==> config.mk <==
export PLATFORM = sky130hd
export DESIGN_NAME = up_mod_counter_flat
export DESIGN_NICKNAME = d
export VERILOG_FILES = /design/src/rtl/up_mod_counter_if.sv /design/src/rtl/up_mod_counter.sv /design/src/flat_wrapper.sv
export SDC_FILE = /design/constraint.sdc
export NUM_CORES = 1
export LEC_CHECK = 0
export CORE_ASPECT_RATIO = 1.2
export CORE_MARGIN = 3
export CORE_UTILIZATION = 35
export DETAILED_ROUTE_END_ITERATION = 6
export HOLD_SLACK_MARGIN = 0.02
export SYNTH_ARGS = -nofsm -noshare
export SYNTH_HDL_FRONTEND = slang
export SYNTH_SLANG_ARGS = --single-unit
==> constraint.sdc <==
create_clock -name clk -period 3.63 [get_ports clk]
set_input_delay 0.5445 -clock clk [delete_from_list [all_inputs] [get_ports clk]]
set_output_delay 0.5445 -clock clk [all_outputs]
set_load 0.02 [all_outputs]
==> src/rtl/up_mod_counter_if.sv <==
// Control and status bundle for up_mod_counter.
// master drives controls; slave is the counter.
interface up_mod_counter_if #(
  parameter int WIDTH = 3,
  parameter int WRAPW = 8
);
  logic             clr;
  logic             load;
  logic [WIDTH-1:0] load_val;
  logic             en;
  logic [WIDTH-1:0] count;
  logic             tc;
  logic             wrap;
  logic [WRAPW-1:0] wrap_cnt;
  logic             load_err;

  modport master (
    output clr,
    output load,
    output load_val,
    output en,
    input  count,
    input  tc,
    input  wrap,
    input  wrap_cnt,
    input  load_err
  );

  modport slave (
    input  clr,
    input  load,
    input  load_val,
    input  en,
    output count,
    output tc,
    output wrap,
    output wrap_cnt,
    output load_err
  );
endinterface

==> src/rtl/up_mod_counter.sv <==
// Modulo-N up counter with clear, load, wrap pulse,
// saturating wrap counter and out-of-range load flag.
module up_mod_counter #(
  parameter int WIDTH   = 3,
  parameter int MODULUS = 8,
  parameter int WRAPW   = 8
) (
  input  logic            clk,
  input  logic            reset,
  up_mod_counter_if.slave bus
);
  localparam logic [WIDTH-1:0] LAST =
    WIDTH'(MODULUS - 1);
  localparam logic [32:0] MOD = 33'(MODULUS);

  logic [WIDTH-1:0] count_q;
  logic [WIDTH-1:0] count_d;
  logic [WRAPW-1:0] wcnt_q;
  logic [WRAPW-1:0] wcnt_d;
  logic             wrap_q;
  logic             wrap_d;
  logic             err_q;
  logic             err_d;
  logic             at_last;
  logic             over;

  assign at_last = count_q == LAST;
  // Wide compare: MODULUS == 2**WIDTH can never flag.
  assign over = 33'(bus.load_val) >= MOD;

  always_comb begin
    count_d = count_q;
    wcnt_d  = wcnt_q;
    wrap_d  = 1'b0;
    err_d   = 1'b0;
    if (bus.clr) begin
      count_d = '0;
      wcnt_d  = '0;
    end else if (bus.load) begin
      if (over) begin
        count_d = LAST;
        err_d   = 1'b1;
      end else begin
        count_d = bus.load_val;
      end
    end else if (bus.en) begin
      if (at_last) begin
        count_d = '0;
        wrap_d  = 1'b1;
        if (!(&wcnt_q)) wcnt_d = wcnt_q + 1'b1;
      end else begin
        count_d = count_q + 1'b1;
      end
    end
  end

  always_ff @(posedge clk or negedge reset) begin
    if (!reset) begin
      count_q <= '0;
      wcnt_q  <= '0;
      wrap_q  <= 1'b0;
      err_q   <= 1'b0;
    end else begin
      count_q <= count_d;
      wcnt_q  <= wcnt_d;
      wrap_q  <= wrap_d;
      err_q   <= err_d;
    end
  end

  assign bus.count    = count_q;
  assign bus.tc       = at_last & bus.en;
  assign bus.wrap     = wrap_q;
  assign bus.wrap_cnt = wcnt_q;
  assign bus.load_err = err_q;
endmodule

==> src/flat_wrapper.sv <==
// flat-port wrapper written by rule: the top's interface ports become plain ports
module up_mod_counter_flat 
#(
  parameter int WIDTH   = 3,
  parameter int MODULUS = 8,
  parameter int WRAPW   = 8
)
  (clk, reset, bus_clr, bus_load, bus_load_val, bus_en, bus_count, bus_tc, bus_wrap, bus_wrap_cnt, bus_load_err);
  up_mod_counter_if #(.WIDTH(WIDTH), .WRAPW(WRAPW)) bus_i ();
  input  logic clk;
  input  logic reset;
  input wire logic [$bits(bus_i.clr)-1:0] bus_clr;
  input wire logic [$bits(bus_i.load)-1:0] bus_load;
  input wire logic [$bits(bus_i.load_val)-1:0] bus_load_val;
  input wire logic [$bits(bus_i.en)-1:0] bus_en;
  output wire logic [$bits(bus_i.count)-1:0] bus_count;
  output wire logic [$bits(bus_i.tc)-1:0] bus_tc;
  output wire logic [$bits(bus_i.wrap)-1:0] bus_wrap;
  output wire logic [$bits(bus_i.wrap_cnt)-1:0] bus_wrap_cnt;
  output wire logic [$bits(bus_i.load_err)-1:0] bus_load_err;
  assign bus_i.clr = bus_clr;
  assign bus_i.load = bus_load;
  assign bus_i.load_val = bus_load_val;
  assign bus_i.en = bus_en;
  assign bus_count = bus_i.count;
  assign bus_tc = bus_i.tc;
  assign bus_wrap = bus_i.wrap;
  assign bus_wrap_cnt = bus_i.wrap_cnt;
  assign bus_load_err = bus_i.load_err;
  up_mod_counter #(.WIDTH(WIDTH), .MODULUS(MODULUS), .WRAPW(WRAPW)) u_core (.clk(clk), .reset(reset), .bus(bus_i));
endmodule
==> metrics.md <==
| Metric | Value |
|---|---|
| Syn Area/Cell | between 10 and 15 um2 |
| IO buf count | 20 |
| Number of antenna diodes | 0 |
| Hold path startpoint | u_core.bus.wrap_cnt[1] |
| CTS Buf Count | 3 |
| Clock Skew | 0.00230 ns |
| Tcrit/Tclk final | 0.693 |
| Pleak | about 0.43 nW |
| Top cell type by total area after synthesis | dfrtp_1 |
| Most common cell after layout, fill and taps aside | clkdlybuf4s50_1 |
| Skew-Pair Late Insertion Delay | 0.27 ns |
| Syn_nets | 83 |
| PostCTS Resize Cnt | 0 |
| TritonCTS clock tree | built |
| Global route overflow | 0 |
| Min cycle time layout | roughly 2.5 ns |
| Unrepaired setup endpoints after global routing | false |
| Hold WC Path Type | reg -> reg |
| Most frequent cells in the layout | 20 x clkdlybuf4s50_1, 13 x nor2_1, 12 x dfrtp_1 |
| Fmax | 0.397 GHz |
| Relative slew slack | 0.640 |
| VDD IR-drop max | approximately 200 uV |
| Core area | 0.00191 mm2 |
| DRT Pass-1 Iters | 3 |
| Clock sinks | 12 |
| Via count | 580 |
| Maxcap violations | 0 |
| Synth top area cells | dfrtp_1 40%, nor2_1 6.6%, ha_1 5.1% |
| Post-synth top area share | 0.404 |
| Hold EP | u_core.bus.wrap_cnt[1] |
| # setup viols final | 0 |
| Initial antenna violation count | 0 |
| Required time of the critical path | between 3 and 4 ns |
| Yosys cell types | 35 |
| Final Max Slew Viols | 0 |
| Detailed Route WL | 1500 um |
| CTS Buffer Depth | 2 |
| Crit path from | bus_en |
| Final TNS setup | 0 ns |
| Hold-fix buffers, CTS | 0 |
| Share of cells above drive strength 1 | 0.143 |
| Endpoint class of the critical path | output port |
| Die W | just under 50 um |
| Power density cells | approximately 260 mW/mm2 |
| Reg2reg setup slack | about 2 ns |
| Postcts setup bufs | 0 |
| Clock-pin slew on the worst setup and hold paths | roughly 0.070 ns |
| Type of origin of the critical path | input port |
| I/O pins | 22 |
| GR Util All Layers | 0.130 |
| Reg2reg start | u_core.bus.count[0] |
| Row cnt | 17 |
| Detailed Route Iter0 Violations | 10 |
| Worst-margin pin slew | roughly 0.54 ns |
| Root Driver | clkbuf_4 |
| FF+latch count, synth | 12 |
| WP data arrival | 1.97 ns |
| Hold Fails Final Rpt | 0 |
| Cell area after synthesis | approximately 740 um2 |
| Vias in the first global route | 603 |
| Ys Warns | 0 |
| Finished Core Util | 0.503 |
| Die area | between 0.002 and 0.003 mm2 |
| DRC | 0 |
| Min-Delay Path Depth | 2 |
| P&R area growth vs syn | 29.5% |
| CP Max Fanout | 8 |
| Kind of critical path | in -> out |
| Starting Density | 0.388 |
| Final nets | around 100 |
| Die height | 56.5 um |
| Status | completed |
| Pin count of the biggest net entering global routing | 14 |
| Detailed Place HPWL | around 1100 um |
| Reg2Reg Depth | 6 |
| WL/cell | approximately 14 um |
| Gate Count Post-Synth | between 70 and 80 |
| Global placement routability congestion | around 0.79 |
| Sequential fraction of the synthesis area | 0.404 |
| First-pass GRT wire length | 2590 um |
| Vias/cell | 5.27 |
| Post-route ant nets | 0 |
| H-tree levels | 1 |
| Critical R2R Capture | u_core.bus.wrap_cnt[5] |
==> flip-flops by register name, indices dropped and copies added, names as in the netlist <==
signal / count
u_core.bus.wrap_cnt: 8
u_core.bus.count: 3
u_core.bus.wrap: 1
==> worst max-delay path by stage <==
stage | cells past startpoint | endpoint
4_1_cts | 3 | bus_tc
2_1_floorplan | 3 | bus_tc
6_report | 3 | bus_tc
3_5_place_dp | 3 | bus_tc
3_3_place_gp | 3 | bus_tc
5_1_grt | 3 | bus_tc
==> synthesized netlist by cell type <==
| master | number |
|---|---|
| a211oi_1 | 1 |
| a211oi_2 | 2 |
| a21boi_0 | 2 |
| a21oi_1 | 5 |
| a311oi_1 | 1 |
| a31o_2 | 1 |
| a31oi_1 | 1 |
| and2_1 | 1 |
| and3b_1 | 1 |
| and4_4 | 1 |
| buf_2 | 1 |
| buf_4 | 1 |
| buf_6 | 1 |
| clkbuf_1 | 1 |
| conb_1 | 1 |
| dfrtp_1 | 12 |
| ha_1 | 3 |
| mux2_2 | 1 |
| mux2i_1 | 3 |
| nand2_1 | 1 |
| nand2b_1 | 2 |
| nand3_1 | 3 |
| nand3b_1 | 1 |
| nand3b_4 | 1 |
| nand4_1 | 1 |
| nand4_2 | 1 |
| nand4b_1 | 1 |
| nor2_1 | 13 |
| nor3_2 | 1 |
| nor3_4 | 1 |
| o21ai_2 | 1 |
| o21bai_1 | 1 |
| or2_1 | 1 |
| xnor2_1 | 2 |
| xor2_1 | 1 |
==> metal layers <==
metal  up-vias  share of wire  global-route usage  wire [um]
li1        297              -                   -          -
met4         0          0.017              0.0692         25
met5         -              0                   0          0
met1       263           0.50               0.186        743
met2        16           0.45               0.181        677
met3         4          0.037              0.0192         55
==> cell families after synthesis <==
family                   Yosys count  share of synthesized area
AO/OA/AOI/OAI                     15                      0.152
XOR/XNOR                           3                     0.0354
adder cells (fa/ha/maj)            3                     0.0505
buffers and inverters              4                     0.0370
flip-flops                        12                      0.404
multiplexers                       4                     0.0556
other                              1                    0.00505
AND/OR/NAND/NOR                   30                      0.261
==> critical path: stages <==
cell,delay [ns]
clkdlybuf4s50_1,0.66
and2_1,0.17
clkdlybuf4s50_1,0.59
==> per-stage QoR <==
stage               hold WS, ns  total power (W)  instance area (um2)  worst slack, ns  instances
global route              0.658         0.000266                  962             1.05        110
floorplan                 0.249         0.000159                  743             1.93         72
global placement          0.561         0.000174                  940             1.13        107
CTS                       0.606         0.000255                  962             1.12        110
finish                    0.593         0.000251                  962             1.11        110
detailed placement        0.585         0.000175                  940             1.12        107
==> where the power goes <==
group	total, W	internal [W]	switching [W]	leakage (nW)
Sequential	0.000138	0.000136	0.00000213	0.165
Clock	0.0000792	0.0000383	0.0000408	0.0138
Combinational	0.0000338	0.0000171	0.0000167	0.252
==> layout make-up <==
type | count | area (um2)
timing repair buffer | 20 | 200
tap | 19 | 23.8
sequential | 12 | 300
fill | 193 | 952
clock buffer | 3 | 22.5
multi-input combinational | 56 | 415
Power figures use the tool's default switching activity.
